$ cat src/rtl/fft_wrapper.sv
// fft_wrapper
// 8-point radix-2 decimation-in-time FFT. One frame of complex samples is
// streamed in, transformed in place over three butterfly stages, and the
// eight bins are then presented one per cycle, tagged with their index.
// Every butterfly halves its result, so each bin equals DFT(x)[k] / 8.
//
// Ports
//   clk_i          single clock, all logic on the rising edge
//   reset          asynchronous, active-high reset
//   tvalid         input sample valid
//   signal         input complex sample, [49:25] real, [24:0] imag (signed)
//   tlast          marks the final sample of a frame (may close it early)
//   tready         high while the core is accepting samples
//   final_stage    output bin X[k], same packing as signal
//   final_num_top  bin index k of final_stage
module fft_wrapper #(
  parameter int SIGNAL_COUNT = 7,
  parameter int SIGNAL_SIZE  = 50
) (
  input  logic                   clk_i,
  input  logic                   reset,
  input  logic                   tvalid,
  input  logic [SIGNAL_SIZE-1:0] signal,
  input  logic                   tlast,
  output logic                   tready,
  output logic [SIGNAL_SIZE-1:0] final_stage,
  output logic [2:0]             final_num_top
);

  typedef enum logic [2:0] {LOAD, ST1, ST2, ST3, OUT} state_t;

  // Real part occupies the upper half, matching the port packing.
  typedef struct packed {
    logic [24:0] re;
    logic [24:0] im;
  } cplx_t;

  state_t      state;
  logic [2:0]  cnt;
  logic [2:0]  out_idx;
  cplx_t       mem [8];
  cplx_t       nxt [8];

  // Multiply by twiddle W8^k (Q1.14), keeping full precision until the
  // final truncating shift back to 25 bits.
  function automatic cplx_t cmul(input cplx_t b, input logic [1:0] k);
    logic signed [15:0] wr;
    logic signed [15:0] wi;
    logic signed [41:0] pr;
    logic signed [41:0] pi;
    cplx_t              res;
    case (k)
      2'd0:    begin wr = 16'sd16384;  wi = 16'sd0;      end
      2'd1:    begin wr = 16'sd11585;  wi = -16'sd11585; end
      2'd2:    begin wr = 16'sd0;      wi = -16'sd16384; end
      default: begin wr = -16'sd11585; wi = -16'sd11585; end
    endcase
    pr = $signed(b.re) * wr - $signed(b.im) * wi;
    pi = $signed(b.re) * wi + $signed(b.im) * wr;
    res.re = 25'(pr >>> 14);
    res.im = 25'(pi >>> 14);
    return res;
  endfunction

  // Half of (a + t) or (a - t); the arithmetic shift floors toward -inf.
  function automatic cplx_t bsum(input cplx_t a, input cplx_t t, input logic sub);
    logic signed [25:0] r;
    logic signed [25:0] i;
    cplx_t              res;
    if (sub) begin
      r = $signed({a.re[24], a.re}) - $signed({t.re[24], t.re});
      i = $signed({a.im[24], a.im}) - $signed({t.im[24], t.im});
    end else begin
      r = $signed({a.re[24], a.re}) + $signed({t.re[24], t.re});
      i = $signed({a.im[24], a.im}) + $signed({t.im[24], t.im});
    end
    res.re = 25'(r >>> 1);
    res.im = 25'(i >>> 1);
    return res;
  endfunction

  // Next contents of the sample RAM for the current butterfly stage.
  // Samples are stored bit-reversed, so each stage pairs fixed slots and
  // the last stage leaves the bins in natural order.
  always_comb begin
    nxt = mem;
    case (state)
      ST1: begin
        for (int p = 0; p < 4; p++) begin
          nxt[3'(2*p)]   = bsum(mem[3'(2*p)], cmul(mem[3'(2*p+1)], 2'd0), 1'b0);
          nxt[3'(2*p+1)] = bsum(mem[3'(2*p)], cmul(mem[3'(2*p+1)], 2'd0), 1'b1);
        end
      end
      ST2: begin
        for (int p = 0; p < 4; p++) begin
          nxt[3'((p/2)*4 + p%2)]     = bsum(mem[3'((p/2)*4 + p%2)],
                                            cmul(mem[3'((p/2)*4 + p%2 + 2)], 2'((p%2)*2)), 1'b0);
          nxt[3'((p/2)*4 + p%2 + 2)] = bsum(mem[3'((p/2)*4 + p%2)],
                                            cmul(mem[3'((p/2)*4 + p%2 + 2)], 2'((p%2)*2)), 1'b1);
        end
      end
      ST3: begin
        for (int p = 0; p < 4; p++) begin
          nxt[3'(p)]   = bsum(mem[3'(p)], cmul(mem[3'(p+4)], 2'(p)), 1'b0);
          nxt[3'(p+4)] = bsum(mem[3'(p)], cmul(mem[3'(p+4)], 2'(p)), 1'b1);
        end
      end
      default: ;
    endcase
  end

  // Frame control: load samples, run three stages, then stream the bins.
  // The RAM is cleared on the way back to LOAD so an early-closed frame
  // sees zeros in its unfilled slots.
  always_ff @(posedge clk_i or posedge reset) begin
    if (reset) begin
      state         <= LOAD;
      cnt           <= 3'd0;
      out_idx       <= 3'd0;
      mem           <= '{default: '0};
      tready        <= 1'b1;
      final_stage   <= '0;
      final_num_top <= 3'd0;
    end else begin
      case (state)
        LOAD: begin
          if (tvalid && tready) begin
            mem[{cnt[0], cnt[1], cnt[2]}] <= signal;
            if (cnt == 3'(SIGNAL_COUNT) || tlast) begin
              state  <= ST1;
              tready <= 1'b0;
              cnt    <= 3'd0;
            end else begin
              cnt <= cnt + 3'd1;
            end
          end
        end
        ST1: begin
          mem   <= nxt;
          state <= ST2;
        end
        ST2: begin
          mem   <= nxt;
          state <= ST3;
        end
        ST3: begin
          mem     <= nxt;
          out_idx <= 3'd0;
          state   <= OUT;
        end
        OUT: begin
          final_stage   <= mem[out_idx];
          final_num_top <= out_idx;
          out_idx       <= out_idx + 3'd1;
          if (out_idx == 3'd7) begin
            state  <= LOAD;
            tready <= 1'b1;
            cnt    <= 3'd0;
            mem    <= '{default: '0};
          end
        end
        default: state <= LOAD;
      endcase
    end
  end

endmodule

$ cat config.mk
export PLATFORM = sky130hd
export DESIGN_NAME = fft_wrapper
export DESIGN_NICKNAME = d
export VERILOG_FILES = /design/src/rtl/fft_wrapper.sv
export SDC_FILE = /design/constraint.sdc
export NUM_CORES = 2
export LEC_CHECK = 0
export ABC_AREA = 1
export CORE_ASPECT_RATIO = 1.4
export CORE_MARGIN = 3
export CORE_UTILIZATION = 43
export CTS_BUF_LIST = sky130_fd_sc_hd__clkbuf_16
export DETAILED_ROUTE_END_ITERATION = 16
export MAX_ROUTING_LAYER = met4
export PLACE_DENSITY = 0.58
export REMOVE_ABC_BUFFERS = 1
export SETUP_SLACK_MARGIN = 0.05
export SLEW_MARGIN = 20
export SYNTH_ARGS = -nofsm -noshare
export SYNTH_HDL_FRONTEND = slang
export SYNTH_SLANG_ARGS = --single-unit
$ cat constraint.sdc
create_clock -name clk_i -period 18.7 [get_ports clk_i]
set_input_delay 5.61 -clock clk_i [delete_from_list [all_inputs] [get_ports clk_i]]
set_output_delay 5.61 -clock clk_i [all_outputs]
set_load 0.01 [all_outputs]
---- Word-level counts from Yosys, hierarchy flattened ----
Cells that the tools add are included.
word-level totals
  register bits ........................... 463
  input port bits ......................... 54
  output and inout bits ................... 54
  logic and storage cells ................. 119
cells by class
  add/subtract/negate cells ............... 26
  multipliers ............................. 16
  $lt $le $gt $ge ......................... 3
  equality and inequality tests ........... 9
  multiplexer cells ....................... 27
  bitwise operators ....................... 3
  reduce and logical (&&, ||, !) cells .... 13
operator list
  kind                 count
  $pmux 400 s3         1
  $mux 400             2
  $mul 25x16->39       16
  $bwmux 400           1
  $pmux 200 s2         1
  $add 25x25->26       8
  $sub 25x25->26       8
  $add 39x39->39       4
  $sub 39x39->39       4
  $bmux 50 s3          1
  $demux 50 s3         1
  $mux 50              3
  $mux 16              5
  $mux 3               5
  $pmux 3 s5           1
  $pmux 3 s2           2
  $eq 3x3->1 const B   3
  $reduce_and 3->1     3
  $ge 4x4->1 const B   2
  $not 3->4            2
  $reduce_and 4->1     2
  $add 3x1->3 const B  2
  $eq 3x2->1 const B   2
  $ne 2x2->1 const B   3
  other kinds (11)     15

---- Logic depth before layout (Yosys ltp) ----
  word-level depth ........................ 8
  gate-level depth with buffers ........... 39

---- Worst setup path before layout ----
OpenSTA, ideal clock, no wires.
  path type ............................... input to register
  start ................................... in tvalid
  end ..................................... reg mem[152] (netlist bit)
  arrival time ............................ 6.546 ns
  data required time ...................... 18.550 ns
  path slack .............................. 12.003 ns
  stages on the path ...................... 11
  path buffers ............................ 2
  cell sequence ........................... nand2_1 > nand3_1 > nand2_2 > inv_2 > nand2_2 > inv_2 > nand3_1 > buf_4 > buf_2 > nor2_1 > a211oi_2
between the ends
  longest elaborated chain between the ends .. 3
RTL lines
  what                           RTL line  RTL
  start, declared                22        input logic tvalid,
  $logic_and 1x1->1              127       if (tvalid && tready) begin
  $ne 2x2->1 (no line)           n/a
  $reduce_and 4->1 (no line)     n/a
  end signal, assigned by index  128       mem[{cnt[0], cnt[1], cnt[2]}] <= signal;
  end signal, assigned           139       mem <= nxt;
  end signal, assigned           143       mem <= nxt;
  end, declared                  41        cplx_t mem [8];
No other way between the ends.
A chain may end at the register's enable or synchronous reset.

==> parameters.txt <==
Parameter                              Value

Worst setup path
  CP Launch Type ... input pin
  Crit. End Element ... async pin
  Critical Path Slowest Stage Cell ... buf_4
  Required time reported for the critical path endpoint ... 19.41 ns
  Largest stage delay, worst path ... 0.85 ns
  Path type of the worst setup path ... in2async
  Crit path DAT ... 9.19 ns
  Cell-by-cell trace of the critical path ... clkdlybuf4s50_1, inv_8, buf_4, buf_4, buf_4
  Max FO, Critical Path ... 89
  CP dominant cell by count ... buf_4

STA
  Largest clock skew in the final design ... 0.0485 ns
  Slew at the pin closest to its max-slew limit ... 1.31 ns
  Count of endpoints failing setup in the final report ... 0
  Number of hold violations in the final report ... 0
  Slew headroom ... 12.5%
  Final Max Slew Viols ... 0
  Setup_tns ... 0 ns
  Clock period minus final worst setup slack ... 8.48 ns
  Crit share post-route ... 45.3%
  Highest Clock Rate ... 118 MHz
  Setup repair after global routing missed its margin ... no

CTS
  CTS tree ... built
  Number of buffers between clock root and the deepest sink ... 3
  Count of H-tree levels built during CTS ... 2
  Clock tree root buffer cell ... clkbuf_16
  Num Clock Sinks ... 463
  Post-CTS Hold Fix Bufs ... 0
  Buffer count from post-CTS setup fixing ... 0
  Insertion delay of the later-clocked pin in the worst-skew pair ... 0.67 ns
  Register clock-pin slew on the reported worst setup and hold paths ... 0.06 ns
  Resized cells post-CTS ... 0
  TritonCTS buffer count ... 55

Logic synthesis
  Top-count cell post-synth ... nand2_1
  #FFs+latches synth ... 463
  Number of synthesized flops with an enable pin ... 0
  Yosys synthesis warning count ... 0
  Most instantiated cells after synthesis ... nand2_1, inv_1, a21oi_1
  Fraction of synthesis flops using an asynchronous set or reset pin ... 100%
  Leading post-synthesis cells by cell area ... ha_1, dfrtp_1, nand2_1
  Area share of the leading cell type in the synthesized netlist ... 19.6%
  Sequential element share of the synthesized area ... 18.0%
  Synthesized instance count ... 10,300
  Mean Syn Cell Area ... 6.29 um2
  Cell taking the most area after synthesis ... ha_1
  Post-synthesis instance area ... 0.0645 mm2
  Prevailing post-synth register cell ... dfrtp_1
  Count of different cell masters after synthesis ... 61

Finish
  Share of layout cells above drive strength 1 ... 2.52%
  Area added between synthesis and finish ... 6.07%
  Fin util ... 46.1%
  Final net count ... 11,200

Floorplan
  Starting utilization of the core area ... 43.4%
  Total core area ... 0.149 mm2
  Area of the die ... 0.155 mm2
  Die outline width ... 333 um
  Io pins ... 108
  Count of standard-cell rows ... 167
  Vertical extent of the die ... 464 um

Run
  Total of max-cap violations ... 0

Route
  Count of unresolved DRC violations after routing ... 0
  Final wirelength ... 318,000 um
  Drt via density ... 5.79
  Initial DRC count ... 6,490
  Number of detailed-route iterations in the first pass ... 8
  Total number of vias ... 69,900
  Routed len/inst ... 26.3 um
  DRT antenna net count ... 0

Place
  Post-DP HPWL ... 256,000 um
  Placer Congestion ... 1.08
  Count of input and output buffers ... 107

Hold path
  Kind of path behind the tightest hold check ... reg2reg

Outcome
  Run status ... finished, final reports clean

Global route
  Antenna violations before repair ... 16
  Via count of the first global-routing pass ... 67,700
  Total global routing overflow ... 0
  Wire length of the first global-routing pass ... 455,000 um
  Maximum number of pins on one net before global-route repair ... 126
  Total Routing Usage GR ... 41.1%
==> cell usage in the layout (no fill, tap or decap), drive strengths merged, types with 15 or more instances in the layout <==
master         instances
a31oi                 16
nor3                  79
xor2                 106
diode                 18
inv                 1765
a21o                  29
nand3                774
xnor2                 65
nand3b                18
o211ai                26
a22oi                 51
buf                   49
ha                  1009
clkinv                24
fa                    15
dfrtp                462
clkdlybuf4s50        107
nand2               2258
nor2                 986
clkbuf                55
o21ai                617
a21oi               1039
or2                   21
nand4                185
a211oi               195
o21bai                79
==> kinds of logic after synthesis <==
logic type | Yosys count | synth area share, %
AOI/OAI and AO/OA | 2099 | 18.5
xor gates and xnor gates | 171 | 2.32
adders and majority gates | 1024 | 20.0
buffers and inverters | 2144 | 13.1
DFF | 463 | 18.0
muxes | 6 | 0.0931
and+or+nand+nor | 4352 | 28.1
==> area by class of cell <==
| cell class | count | area (um2) |
|---|---|---|
| Tap cell | 1943 | 2430 |
| Clock buffer | 55 | 1380 |
| Clock inverter | 45 | 312 |
| Inverter | 1750 | 6590 |
| Timing Repair Buffer | 156 | 1460 |
| Sequential cell | 463 | 11600 |
| Antenna cell | 18 | 45.0 |
| Fill cell | 16000 | 80100 |
| Multi-Input combinational cell | 7652 | 44700 |
==> routing by layer <==
metal / track usage, % / part of all wire, % / routed length [um]
met5: - / 0 / 0
met4: 39.5 / 12 / 38100
met2: 66.8 / 46 / 147000
met1: 42.5 / 35 / 113000
met3: 5.58 / 6.4 / 20200
==> metrics by stage <==
stage,instance area [um2],setup slack [ns],hold WS [ns],std cells
3_5_place_dp,66700,9.42,0.481,12000
3_3_place_gp,66700,9.50,0.481,12000
4_1_cts,68400,10.12,0.507,12100
5_1_grt,68500,9.82,0.535,12100
6_report,68500,10.22,0.498,12100
2_1_floorplan,62700,0.181,0.473,9865
==> worst max-delay path: cells and delay by family <==
kind | cells | cell delay [ns]
buffers and inverters | 5 | 3.35
==> final timing paths <==
kind | start | to | slack (ns) | cells past startpoint
worst max-delay path | reset | async pin | 10.22 | 5
max in group clk_i | tvalid | mem[75] | 10.74 | 12
worst min register to register | final_stage[22] | final_stage[22] | 0.50 | 2
min in group asynchronous | reset | async pin | 5.48 | 2
worst min-delay path | final_stage[22] | final_stage[22] | 0.50 | 2
worst max register to register | register | register | 11.08 | 23
Power is left out: the tool's default activity adds up to more than one toggle a clock period on the data nets, which glitch-free logic cannot reach.
